==> config.mk <==
export PLATFORM = sky130hd
export DESIGN_NAME = alu_multicycle
export DESIGN_NICKNAME = d
export VERILOG_FILES = /design/src/rtl/alu_multicycle.sv
export SDC_FILE = /design/constraint.sdc
export NUM_CORES = 1
export LEC_CHECK = 0
export ABC_AREA = 1
export BUFFER_PORTS_ARGS = -buffer_cell sky130_fd_sc_hd__buf_2
export CAP_MARGIN = 20
export CORE_MARGIN = 1
export CORE_UTILIZATION = 49
export CTS_CLUSTER_SIZE = 20
export DETAILED_ROUTE_END_ITERATION = 6
export GPL_TIMING_DRIVEN = 0
export PLACE_DENSITY = 0.78
export SETUP_SLACK_MARGIN = 0.5
export SYNTH_ARGS = -nofsm -noshare
export SYNTH_HDL_FRONTEND = slang
export SYNTH_SLANG_ARGS = --single-unit
==> constraint.sdc <==
create_clock -name clk -period 2.2 [get_ports clk]
set_input_delay 0.44 -clock clk [delete_from_list [all_inputs] [get_ports clk]]
set_output_delay 0.44 -clock clk [all_outputs]
set_load 0.05 [all_outputs]
==> src/rtl/alu_multicycle.sv <==
// alu_multicycle: sequential ALU with registered result/flags and valid/ready
// handshakes on both sides. One-cycle ADD/SUB/AND/OR/XOR, bit-serial logical
// shifts (one bit per cycle) and an optional shift-add multiplier.
//
// Optional feature macro: ALU_MUL_EN
//   defined   -> op 111 runs a WIDTH-step shift-add unsigned multiplier
//   undefined -> no multiplier logic; op 111 completes in one cycle with a
//                zero result (zero flag set, all other flags clear)

module alu_multicycle #(
    parameter int WIDTH = 8
) (
    input  logic             clk,
    input  logic             reset_n,
    input  logic             in_valid,
    output logic             in_ready,
    input  logic [2:0]       op,
    input  logic [WIDTH-1:0] src_a,
    input  logic [WIDTH-1:0] src_b,
    output logic             out_valid,
    input  logic             out_ready,
    output logic [WIDTH-1:0] ALU_out,
    output logic             zero_flag,
    output logic             carry_flag,
    output logic             sign_flag,
    output logic             overflow_flag
);

    // Shift amount comes from the low SHW bits of src_b. The step counter gets
    // one extra bit so it can also hold WIDTH for the multiplier.
    localparam int SHW = $clog2(WIDTH);
    localparam int CW  = SHW + 1;

    typedef enum logic [1:0] {
        IDLE = 2'd0,
        EXEC = 2'd1,
        DONE = 2'd2
    } state_t;

    typedef enum logic [2:0] {
        OP_ADD = 3'b000,
        OP_SUB = 3'b001,
        OP_AND = 3'b010,
        OP_OR  = 3'b011,
        OP_XOR = 3'b100,
        OP_SHL = 3'b101,
        OP_SHR = 3'b110,
        OP_MUL = 3'b111
    } op_t;

    state_t           state_q, state_d;
    logic [2:0]       opCode_q, opCode_d;
    logic [WIDTH-1:0] work_q, work_d;
    logic [CW-1:0]    count_q, count_d;
    logic [WIDTH-1:0] result_q, result_d;
    logic             zero_q, zero_d;
    logic             carry_q, carry_d;
    logic             sign_q, sign_d;
    logic             ovf_q, ovf_d;

`ifdef ALU_MUL_EN
    logic [WIDTH-1:0] mulHi_q, mulHi_d;
    logic [WIDTH-1:0] mulCand_q, mulCand_d;
`endif

    logic             accept;
    logic             isShift;
    logic             mulOp;
    logic             startMulti;
    logic             lastStep;
    logic [SHW-1:0]   shiftAmount;

    assign shiftAmount = src_b[SHW-1:0];
    assign isShift     = (op == OP_SHL) || (op == OP_SHR);
`ifdef ALU_MUL_EN
    assign mulOp       = (op == OP_MUL);
`else
    assign mulOp       = 1'b0;
`endif
    // Zero-amount shifts finish in one cycle like the plain logic ops.
    assign startMulti  = (isShift && (shiftAmount != '0)) || mulOp;
    assign lastStep    = (count_q == CW'(1));
    assign accept      = in_valid && in_ready;

    // State register; reset aborts any operation in flight.
    always_ff @(posedge clk or negedge reset_n) begin
        if (!reset_n) begin
            state_q <= IDLE;
        end else begin
            state_q <= state_d;
        end
    end

    // Next-state logic; a result consumed in the same cycle a new op arrives
    // goes straight to the next op without passing through IDLE.
    always_comb begin
        state_d = state_q;
        case (state_q)
            IDLE: begin
                if (accept) begin
                    state_d = startMulti ? EXEC : DONE;
                end
            end
            EXEC: begin
                if (lastStep) begin
                    state_d = DONE;
                end
            end
            DONE: begin
                if (out_ready) begin
                    if (accept) begin
                        state_d = startMulti ? EXEC : DONE;
                    end else begin
                        state_d = IDLE;
                    end
                end
            end
            default: state_d = IDLE;
        endcase
    end

    // Handshake outputs decoded from the current state.
    always_comb begin
        in_ready  = (state_q == IDLE) || ((state_q == DONE) && out_ready);
        out_valid = (state_q == DONE);
    end

    // Datapath next-state: operand capture on accept, one shift/multiply step
    // per EXEC cycle, and result/flag update whenever an op completes.
    always_comb begin
        logic [WIDTH:0]   wide;
        logic             writeRes;
        logic [WIDTH-1:0] newRes;
        logic             newCarry;
        logic             newOvf;
        logic             stepOut;
`ifdef ALU_MUL_EN
        logic [WIDTH:0]   mulSum;
        logic [WIDTH:0]   mulAddend;
`endif

        opCode_d  = opCode_q;
        work_d    = work_q;
        count_d   = count_q;
        result_d  = result_q;
        zero_d    = zero_q;
        carry_d   = carry_q;
        sign_d    = sign_q;
        ovf_d     = ovf_q;
`ifdef ALU_MUL_EN
        mulHi_d   = mulHi_q;
        mulCand_d = mulCand_q;
        mulSum    = '0;
        mulAddend = '0;
`endif
        wide      = '0;
        writeRes  = 1'b0;
        newRes    = '0;
        newCarry  = 1'b0;
        newOvf    = 1'b0;
        stepOut   = 1'b0;

        if (accept) begin
            opCode_d = op;
            case (op)
                OP_ADD: begin
                    wide     = {1'b0, src_a} + {1'b0, src_b};
                    writeRes = 1'b1;
                    newRes   = wide[WIDTH-1:0];
                    newCarry = wide[WIDTH];
                    newOvf   = (src_a[WIDTH-1] == src_b[WIDTH-1]) &&
                               (newRes[WIDTH-1] != src_a[WIDTH-1]);
                end
                OP_SUB: begin
                    // Top bit of the zero-extended difference is the borrow.
                    wide     = {1'b0, src_a} - {1'b0, src_b};
                    writeRes = 1'b1;
                    newRes   = wide[WIDTH-1:0];
                    newCarry = wide[WIDTH];
                    newOvf   = (src_a[WIDTH-1] != src_b[WIDTH-1]) &&
                               (newRes[WIDTH-1] != src_a[WIDTH-1]);
                end
                OP_AND: begin
                    writeRes = 1'b1;
                    newRes   = src_a & src_b;
                end
                OP_OR: begin
                    writeRes = 1'b1;
                    newRes   = src_a | src_b;
                end
                OP_XOR: begin
                    writeRes = 1'b1;
                    newRes   = src_a ^ src_b;
                end
                OP_SHL, OP_SHR: begin
                    if (shiftAmount == '0) begin
                        writeRes = 1'b1;
                        newRes   = src_a;
                    end else begin
                        work_d  = src_a;
                        count_d = {1'b0, shiftAmount};
                    end
                end
                OP_MUL: begin
`ifdef ALU_MUL_EN
                    mulHi_d   = '0;
                    mulCand_d = src_a;
                    work_d    = src_b;
                    count_d   = CW'(WIDTH);
`else
                    writeRes = 1'b1;
                    newRes   = '0;
`endif
                end
                default: begin
                    writeRes = 1'b1;
                    newRes   = '0;
                end
            endcase
        end else if (state_q == EXEC) begin
            count_d = count_q - CW'(1);
            case (opCode_q)
                OP_SHL: begin
                    stepOut = work_q[WIDTH-1];
                    work_d  = work_q << 1;
                    if (lastStep) begin
                        writeRes = 1'b1;
                        newRes   = work_d;
                        newCarry = stepOut;
                    end
                end
                OP_SHR: begin
                    stepOut = work_q[0];
                    work_d  = work_q >> 1;
                    if (lastStep) begin
                        writeRes = 1'b1;
                        newRes   = work_d;
                        newCarry = stepOut;
                    end
                end
`ifdef ALU_MUL_EN
                OP_MUL: begin
                    // {mulHi, work} holds the partial product in its upper
                    // half and the unconsumed multiplier bits in its lower half.
                    mulAddend = work_q[0] ? {1'b0, mulCand_q} : '0;
                    mulSum    = {1'b0, mulHi_q} + mulAddend;
                    mulHi_d   = mulSum[WIDTH:1];
                    work_d    = {mulSum[0], work_q[WIDTH-1:1]};
                    if (lastStep) begin
                        writeRes = 1'b1;
                        newRes   = work_d;
                        newCarry = (mulHi_d != '0);
                        newOvf   = (mulHi_d != '0);
                    end
                end
`endif
                default: begin
                    writeRes = 1'b1;
                    newRes   = '0;
                end
            endcase
        end

        if (writeRes) begin
            result_d = newRes;
            zero_d   = (newRes == '0);
            sign_d   = newRes[WIDTH-1];
            carry_d  = newCarry;
            ovf_d    = newOvf;
        end
    end

    // Datapath registers; everything clears on reset so no flag starts set.
    always_ff @(posedge clk or negedge reset_n) begin
        if (!reset_n) begin
            opCode_q  <= '0;
            work_q    <= '0;
            count_q   <= '0;
            result_q  <= '0;
            zero_q    <= 1'b0;
            carry_q   <= 1'b0;
            sign_q    <= 1'b0;
            ovf_q     <= 1'b0;
`ifdef ALU_MUL_EN
            mulHi_q   <= '0;
            mulCand_q <= '0;
`endif
        end else begin
            opCode_q  <= opCode_d;
            work_q    <= work_d;
            count_q   <= count_d;
            result_q  <= result_d;
            zero_q    <= zero_d;
            carry_q   <= carry_d;
            sign_q    <= sign_d;
            ovf_q     <= ovf_d;
`ifdef ALU_MUL_EN
            mulHi_q   <= mulHi_d;
            mulCand_q <= mulCand_d;
`endif
        end
    end

    assign ALU_out       = result_q;
    assign zero_flag     = zero_q;
    assign carry_flag    = carry_q;
    assign sign_flag     = sign_q;
    assign overflow_flag = ovf_q;

endmodule

==> results of run 1 <==
==> cell type report <==
class / instances / area (µm²)
well taps: 72 / 90.1
inverters: 70 / 302
fillers: 543 / 2000
flip-flops and latches: 28 / 701
multi-input cells: 336 / 2060
clock buffers: 4 / 55.1
repair buffers: 42 / 277
plain buffers: 11 / 91.3
==> how the worst max path moves through the flow <==
stage	depth (start not counted)	endpoint	startpoint	slack, ns
after global routing	16	zero_flag$_DFFE_PN0P_	src_a[0]	0.03
after detailed placement	17	zero_flag$_DFFE_PN0P_	src_a[0]	-0.15
after global placement	17	zero_flag$_DFFE_PN0P_	src_a[0]	-0.14
final	16	zero_flag$_DFFE_PN0P_	src_a[0]	0.25
after floorplan	15	zero_flag$_DFFE_PN0P_	src_a[0]	0.31
after CTS	15	zero_flag$_DFFE_PN0P_	src_a[1]	0.27
==> kinds of logic (layout without fill, tap and decap cells) <==
kind of cell,count (synthesis),in the layout
AND/OR/NAND/NOR,230,230
buffers and inverters,81,127
AO/OA/AOI/OAI,75,75
adder cells (fa/ha/maj),28,28
flip-flops,28,28
XOR/XNOR,3,3
==> sequential cells by signal, indices dropped and copies added, names as in the netlist <==
register,flops
opCode_q,3
overflow_flag,1
state_q,2
zero_flag,1
work_q,8
count_q,4
ALU_out,8
carry_flag,1
==> layer usage <==
layer / GRT usage, % / wire length (µm) / part of all wire, %
met5: 0 / 0 / 0
met2: 46.5 / 3850 / 48
met3: 2.33 / 412 / 5.1
met1: 34.9 / 3560 / 44
met4: 13.9 / 259 / 3.2
==> power groups by stage <==
stage          clock network [mW]  logic (mW)  registers (mW)
3_3_place_gp                    0        1.65           0.896
5_1_grt                     0.353        1.97           0.923
3_5_place_dp                    0        1.69           0.908
4_1_cts                     0.332        1.74           0.898
6_report                    0.329        1.80           0.900
2_1_floorplan                   0       0.998            1.19
==> synthesized netlist by cell type (2+ instances only) <==
master,count
nand2_2,6
a21oi_1,19
ha_1,26
o21ai_1,9
o21ai_0,26
nand3_2,2
nor3_1,4
xor2_1,2
or2_1,3
o211ai_1,8
nor2_2,2
nand3_1,49
nand4_1,12
nand2_1,109
nor2_1,39
buf_2,5
buf_4,3
inv_1,61
dfrtp_1,28
fa_1,2
a21oi_2,2
o22ai_1,4
inv_2,8
o21a_1,2
==> worst register-to-register path, cell delays in order (launching register included) <==
cell     delay [ns]
dfrtp_1        0.39
inv_1          0.12
ha_1           0.18
nand2_2        0.12
nor2_4         0.16
nand4_1        0.18
o21ai_1        0.22
a21oi_2        0.08
nand3_1        0.11
nor2_1         0.05
nand3_1        0.06
nand2_1        0.05
==> placed cells by master (no fill, tap or decap), types with 2 or more instances in the layout <==
cell type  synthesis  routed
nor2_1            39      37
nand3_1           49      43
inv_4              0       2
fa_2               0       2
xor2_1             2       2
ha_4               0       8
o21a_1             2       2
nand3_2            2       8
dfrtp_1           28      28
buf_2              5      28
nand2_1          109      99
clkbuf_4           0       2
o21ai_0           26      22
or2_1              3       3
o22ai_1            4       4
buf_4              3      13
clkbuf_8           0       4
nand4_1           12      12
a21oi_2            2       9
o21ai_1            9      13
inv_12             0       2
o211ai_1           8       8
nor2_2             2       2
inv_2              8      16
buf_6              1       8
nand2_2            6      16
nor3_1             4       3
nor2_4             1       3
inv_1             61      48
a21oi_1           19      11
ha_1              26      18
==> timing repair <==
action	CTS	global route
pin swaps	18	13
buffers inserted	6	0
endpoints found under the hold margin	0	0
gates cloned	1	0
gates resized for setup	36	25
endpoints found under the setup margin	12	14
==> out/results.ini, run 1 <==
[drt]
route.detailed.drc=0
vias_per_cell=5.58
vias=3140
wl_per_cell_um=14.3
dr.pass1.iters=5
wl_um=8080
drtAntennaViolNets=0
drt-initial-drc-count=283

[synthesis]
yosys_warnings=0
synth_edf_count=0
synthMuxAreaShare_pct=0
synth-simple-area-share_pct=35.6
yosysSeqAreaShare_pct=24.4
ys_types=38
yosysTopAreaCell=dfrtp_1
avgSynthCellArea_um2=6.45
synth-xor-area-share_pct=0.915
synth_top_family_by_area=simple AND/OR/NAND/NOR gates
synthCells=445
postSynthNetCount=496
synth_async_sr_flop_share_pct=100
synthTopCellsByArea=dfrtp_1 24%, nand2_1 14%, ha_1 11%
synth-seq-cells=28
synth.top_cell.area_share_pct=24.4
yosys.area_share.adder_pct=12.7
synth_flop_cell=dfrtp_1
syn-cell-area_mm2=0.00287
synth-compound-area-share_pct=14.9

[finish]
stdcell_count=563
nets=543
diodes=0
fin_util_pct=64.1
design_area_mm2=0.00357
drive_gt1_share_pct=26.5
synthToLayoutAreaGrowth_pct=24.4

[cts]
clkTransAtPathRegs_ns=0.10
cts_tree=built
cts_buffers=3
root_buffer=clkbuf_8
cts.sinks=28
ctsHoldBuffers=0
htree_levels=1
clock_latency_ns=0.28
clockBufferDepth=2

[run]
maxCapViolations=0

[worst_setup_path]
path_buf_inv=3
cp_max_fo=2
critPathCaptureType=flip-flop
ff2ff_path_depth=11
worstPathCellList=buf_12, inv_12, ha_4, fa_2, nand2_1, nand2_1, inv_1, nor2_1, nand3_1, nand2_1, nand2_1, nor2_1, nand3_1, nor2_1, nand3_1, nand2_1
cpMostUsedCell=nand2_1
crit_type=in2reg
start_kind=input port
crit_family=simple AND/OR/NAND/NOR gates
ff2ff_setup_slack_ns=0.40
cpPeakStageDelay_ns=0.52
r2r-start=count_q[1]$_DFFE_PN0P_
r2r-end=zero_flag$_DFFE_PN0P_
arrival_ns=2.18
crit_required_ns=2.43
crit_slowest_cell=fa_2

[sta]
rsz0062_at_grt=yes
maxSlewHeadroom_pct=58.2
fin_ws_ns=0.249
timing.final.crit_share_pct=88.7
finalSetupViolCount=0
tns_ns=0
tightest_slew_ns=0.627
fmax_mhz=512
hold_slack_ns=0.163
clock_skew_ns=0.00380
fin_crit_ns=1.95
drv_slew=0
hold_viol_final=0

[floorplanning]
coreArea_mm2=0.00557
initial_core_util_pct=51.5
die-area_mm2=0.00617
fp.dieW_um=78.6
io_pins=37
die_h_um=78.6
num_rows=27

[power]
vdd_ir_drop_max_mv=0.657
power.internal_mw=1.46
p_leak_nw=1.85
totalPowerFinal_mw=3.03
p_switching_mw=1.57
pwr-share-comb_pct=59.4
p_clk_share_pct=10.9
pwr-share-seq_pct=29.7
power.density_mw_per_mm2=847
swShare_pct=51.8

[global_routing]
grt_pass1_wl_um=13500
grt_pass1_vias=2968
grt_usage_pct=27.6
overflow=0
grt_max_degree=29
antenna_found_initial=0

[placed_design]
dp_slack_ns=-0.152
gp_congestion=0.890
port_buffers=35
hpwl_um=6080
dpl_cell_area_mm2=0.00327
place_inst=552

[status]
outcome=finished clean

[hold_path]
min_path_type=in2async

Power figures use the tool's default switching activity.
==> inputs of run 2 (changes only) <==
--- a/config.mk
+++ b/config.mk
@@ -14,6 +14,7 @@
 export DETAILED_ROUTE_END_ITERATION = 6
 export GPL_TIMING_DRIVEN = 0
 export PLACE_DENSITY = 0.78
+export RECOVER_POWER = 50
 export SETUP_SLACK_MARGIN = 0.5
 export SYNTH_ARGS = -nofsm -noshare
 export SYNTH_HDL_FRONTEND = slang
==> run 2 against run 1 <==
  * The flow now finishes with violations (capacitance limit, slew limit)
  * Total power decreased by 0.53%
  * Flip-flop and latch count is the same
  * First-iteration DRC count grew 0.71%
==> out/results.ini, run 2 (synthesis results as in run 1) <==
[global_routing]
antenna_found_initial=0
grt_use_met1_pct=34.9
use_met3_pct=2.33
grt_use_met2_pct=46.5
grt_pass1_wl_um=13500
grt_pass1_vias=2968
grt_usage_pct=27.6
overflow=0
gr-max-usage-layer=met2
grt_max_degree=29

[worst_setup_path]
r2r-start=count_q[1]$_DFFE_PN0P_
worstPathCellList=buf_12, inv_12, ha_4, fa_2, nand2_1, nand2_1, inv_1, nor2_1, nand3_1, nand2_1, nand2_1, nor2_1, nand3_1, nor2_1, nand3_1, nand2_1
crit_start=src_a[0]
r2r-end=zero_flag$_DFFE_PN0P_
crit_required_ns=2.43
arrival_ns=2.18
ff2ff_path_depth=11
crit_slowest_cell=fa_2
path_buf_inv=3
cp_max_fo=2
ff2ff_setup_slack_ns=0.31
cpMostUsedCell=nand2_1
critPathCaptureType=flip-flop
start_kind=input port
cpPeakStageDelay_ns=0.52
crit_type=in2reg
crit_family=simple AND/OR/NAND/NOR gates

[drt]
vias=3156
wl_um=8090
drtAntennaViolNets=0
vias_per_cell=5.61
route.detailed.drc=0
drt-initial-drc-count=285
dr.pass1.iters=5
wl_per_cell_um=14.4

[placed_design]
hpwl_um=6080
port_buffers=35
gp_congestion=0.890
dp_slack_ns=-0.152
dpl_cell_area_mm2=0.00327

[sta]
timing.final.crit_share_pct=88.7
hold_viol_final=0
tightest_slew_ns=1.50
clock_skew_ns=0.00426
rsz0062_at_grt=yes
fin_ws_ns=0.248
finalSetupViolCount=0
fin_crit_ns=1.95
drv_slew=28
maxSlewHeadroom_pct=-0.179
fmax_mhz=512

[hold_path]
hp-start=out_ready
holdPathEnd=state_q[1]$_DFFE_PN0P_
hold_depth=3
min_path_type=in2reg

[floorplanning]
num_rows=27
coreArea_mm2=0.00557
die-area_mm2=0.00617
io_pins=37
initial_core_util_pct=51.5
fp.dieW_um=78.6
die_h_um=78.6

[finish]
diodes=0
fillers=549
drive_gt1_share_pct=24.8
synthToLayoutAreaGrowth_pct=24.1
layout_common_cells=100 x nand2_1, 48 x inv_1, 43 x nand3_1
design_area_mm2=0.00356
nets=543
mostFrequentLayoutCell=nand2_1
fin_util_pct=63.9

[cts]
ctsHoldBuffers=0
htree_levels=1
clkTransAtPathRegs_ns=0.10
clock_latency_ns=0.28
cts_buffers=3
clockBufferDepth=2
cts_tree=built
root_buffer=clkbuf_8
cts.sinks=28

[power]
p_leak_nw=1.83
power.density_mw_per_mm2=845
vdd_ir_drop_max_mv=0.657

[run]
maxCapViolations=1

[status]
outcome=complete, but fails checks
violations=capacitance limit, slew limit

[run 2: cell count changes in the layout (fill, tap and decap cells not counted)]
cell and change:
nand2_2 -1, nand2_1 +1, buf_2 -7, clkbuf_1 +7
[run 2: worst max-delay path by stage]
stage                                        to  slack (ns)  cells after the start
final                     zero_flag$_DFFE_PN0P_        0.25                     16
after CTS                 zero_flag$_DFFE_PN0P_        0.27                     15
after floorplan           zero_flag$_DFFE_PN0P_        0.31                     15
after global routing      zero_flag$_DFFE_PN0P_        0.03                     16
after global placement    zero_flag$_DFFE_PN0P_       -0.14                     17
after detailed placement  zero_flag$_DFFE_PN0P_       -0.15                     17
[run 2: metrics by stage]
step	setup TNS [ns]	hold slack, ns	instances	power, mW
3_5_place_dp	-0.296	0.460	552	2.59
6_report	0	0.430	563	3.01
4_1_cts	0	0.191	563	2.97
5_1_grt	0	0.451	563	3.23
3_3_place_gp	-0.259	0.449	552	2.55
2_1_floorplan	0	0.144	445	2.18
[run 2: routing by layer]
| metal | vias up | routed length, µm |
|---|---|---|
| met3 | 29 | 397 |
| li1 | 1542 | - |
| met2 | 120 | 3840 |
| met4 | 0 | 278 |
| met1 | 1465 | 3580 |
| met5 | - | 0 |
[run 2: where the power goes]
group	internal (mW)	total [mW]	switching, mW
Combinational	0.541	1.78	1.24
Clock	0.161	0.329	0.169
Sequential	0.742	0.901	0.159
[run 2: cell type report]
class | count | area, µm² | share of cell area, %
inverters | 70 | 302 | 8.47
plain buffers | 11 | 91.3 | 2.56
well taps | 72 | 90.1 | 2.53
repair buffers | 42 | 268 | 7.52
flip-flops and latches | 28 | 701 | 19.7
clock buffers | 4 | 55.1 | 1.55
multi-input cells | 336 | 2060 | 57.7
[run 2: what timing repair did]
| item | 4_1_cts | 5_1_grt |
|---|---|---|
| pin swaps | 18 | 13 |
| buffers inserted | 6 | 0 |
| gates cloned | 1 | 0 |
| gates resized for setup | 36 | 25 |
| setup endpoints to repair | 12 | 14 |
[run 2: worst register-to-register path: stages, from the launching register on]
cell and delay [ns]:
dfrtp_1 0.39, inv_1 0.12, ha_1 0.16, nand2_1 0.17, nor2_4 0.19, nand4_1 0.18
o21ai_1 0.22, a21oi_2 0.08, nand3_1 0.11, nor2_1 0.05, nand3_1 0.06, nand2_1 0.05
==> inputs of run 3 (changes only) <==
--- a/config.mk
+++ b/config.mk
@@ -5,7 +5,6 @@
 export SDC_FILE = /design/constraint.sdc
 export NUM_CORES = 1
 export LEC_CHECK = 0
-export ABC_AREA = 1
 export BUFFER_PORTS_ARGS = -buffer_cell sky130_fd_sc_hd__buf_2
 export CAP_MARGIN = 20
 export CORE_MARGIN = 1
==> run 3 against run 2 <==
  * The flow finishes with violations (capacitance limit, slew limit, setup timing)
  * Via count decreased by 5.8%
  * Largest cell class unchanged
  * First-iteration DRC count increased by 5.6%
  * Cell count decreased by 14%
  * Largest power group unchanged
  * Area after synthesis decreased by 1.7%
  * Critical path type unchanged
  * Combinational power increased by 6%
  * Total power increased by 4.0%
  * Critical path depth decreased by 5
==> out/results.ini, run 3 <==
[worst_setup_path]
crit_required_ns=2.37
critPathCaptureType=flip-flop
cp_max_fo=3
crit_type=in2reg
ff2ff_path_depth=9
start_kind=input port
arrival_ns=2.44

[floorplanning]
num_rows=27
die-area_mm2=0.00607
die_h_um=77.9
coreArea_mm2=0.00554
fp.dieW_um=77.9
initial_core_util_pct=50.9
io_pins=37

[sta]
drv_slew=29
fmax_mhz=441
timing.final.crit_share_pct=103
maxSlewHeadroom_pct=-1.78
fin_crit_ns=2.27
rsz0062_at_grt=yes
tightest_slew_ns=1.53
clock_skew_ns=0.00510
fin_ws_ns=-0.0696
finalSetupViolCount=1
tns_ns=-0.0696
hold_viol_final=0

[hold_path]
min_path_type=in2reg
hold_depth=3

[synthesis]
synth.top_cell.area_share_pct=24.8
synth_most_common_cell=nand2_1
synth-seq-cells=28
synth-xor-area-share_pct=3.73
synthCells=344
yosys-top-cells-count=36 x nand2_1, 28 x dfrtp_1, 28 x inv_1
synth_edf_count=0
yosys.area_share.adder_pct=12.9
ys_types=57
avgSynthCellArea_um2=8.20
syn-cell-area_mm2=0.00282
yosys_warnings=0
postSynthNetCount=395
synth_top_family_by_area=compound AO/OA/AOI/OAI gates
yosysTopAreaCell=dfrtp_1
synthTopCellsByArea=dfrtp_1 25%, ha_1 12%, a21oi_1 4.8%
synth_async_sr_flop_share_pct=100
synth-compound-area-share_pct=28.1
yosysSeqAreaShare_pct=24.8
synthMuxAreaShare_pct=5.32
synth_flop_cell=dfrtp_1
synth-simple-area-share_pct=17.9

[global_routing]
grt_max_degree=29
grt_pass1_vias=2720
antenna_found_initial=0
grt_usage_pct=27.9
grt_pass1_wl_um=13400
overflow=0

[finish]
layout_common_cells=30 x nand2_1, 30 x buf_4, 28 x dfrtp_1
synthToLayoutAreaGrowth_pct=39.9
fillers=413
nets=465
drive_gt1_share_pct=39.7
fin_util_pct=71.3
seq_area_um2=701
diodes=0
multi_input_area_mm2=0.00231

[cts]
htree_levels=1
cts.sinks=28
ctsHoldBuffers=0
cts_tree=built
clkTransAtPathRegs_ns=0.09
clock_latency_ns=0.28
clockBufferDepth=2
cts_buffers=3
root_buffer=clkbuf_8

[drt]
wl_um=8440
route.detailed.drc=0
wl_met3_um=603
dr.pass1.iters=5
drtAntennaViolNets=0
wl_per_cell_um=17.4
vias=2972
wl_met1_um=3480
top_layer=met4
drt-initial-drc-count=301
met2_wirelength_um=4140
vias_per_cell=6.13

[power]
vdd_ir_drop_max_mv=0.522
p_leak_nw=1.78
power.density_mw_per_mm2=794

[placed_design]
gp_congestion=0.988
port_buffers=35
hpwl_um=5780
dp_slack_ns=-0.433

[status]
outcome=complete, but fails checks
violations=capacitance limit, slew limit, setup timing

[run]
maxCapViolations=1

==> run 3: cells by family (layout without fill, tap and decap cells) <==
kind of cell | after synthesis | in the layout
multiplexers | 14 | 14
flip-flops | 28 | 28
AO/OA/AOI/OAI | 116 | 116
XOR/XNOR | 12 | 12
buffers and inverters | 46 | 115
AND/OR/NAND/NOR | 100 | 100
adder cells (fa/ha/maj) | 28 | 28
==> run 3: routing by layer <==
| metal | track usage (%) | up-vias |
|---|---|---|
| met4 | 10.9 | 0 |
| met5 | 0 | - |
| met2 | 45.4 | 169 |
| met1 | 37.7 | 1406 |
| li1 | - | 1367 |
| met3 | 2.71 | 30 |
==> run 3: repair_timing <==
item | 4_1_cts | 5_1_grt
endpoints found under the setup margin | 22 | 20
gates cloned | 1 | 0
resized for setup | 55 | 35
pin swaps | 14 | 21
buffers inserted | 20 | 9
==> run 3: worst paths after layout <==
check	slack (ns)	from	to
max	-0.07	src_a[0]	zero_flag$_DFFE_PN0P_
min	0.45	src_b[0]	count_q[0]$_DFFE_PN0P_
max reg2reg	0.15	count_q[1]$_DFFE_PN0P_	zero_flag$_DFFE_PN0P_
min reg2reg	0.49	ALU_out[6]$_DFFE_PN0P_	ALU_out[6]$_DFFE_PN0P_
max in group asynchronous	0.80	reset_n	ALU_out[5]$_DFFE_PN0P_
min in group asynchronous	0.51	reset_n	state_q[1]$_DFFE_PN0P_
==> run 3: per-stage QoR <==
stage,instances,power (mW),hold WS [ns],instance area [µm²]
2_1_floorplan,344,2.05,0.144,3080
3_3_place_gp,451,2.38,0.457,3340
3_5_place_dp,451,2.42,0.473,3340
4_1_cts,476,2.97,0.183,3770
5_1_grt,485,3.31,0.460,3950
6_report,485,3.13,0.452,3950
==> run 3: critical path: stages <==
cell and delay, ns:
buf_12 0.10, inv_12 0.03, ha_4 0.15, fa_2 0.38
xnor2_2 0.14, o22ai_1 0.20, a221oi_2 0.09, a211oi_1 0.45
and4bb_1 0.30, o2111ai_2 0.08, o31ai_2 0.07
==> run 3: where the power goes <==
part	leakage, nW	switching, mW	total [mW]	internal [mW]
Combinational	1.41	1.06	1.88	0.820
Sequential	0.342	0.215	0.926	0.711
Clock	0.0288	0.164	0.325	0.161
==> run 3: cell type report <==
| type | instances | share of cell area (%) |
|---|---|---|
| well taps | 72 | 2.28 |
| multi-input cells | 270 | 58.5 |
| flip-flops and latches | 28 | 17.7 |
| plain buffers | 18 | 3.84 |
| clock buffers | 4 | 1.39 |
| inverters | 28 | 3.65 |
| repair buffers | 65 | 12.6 |
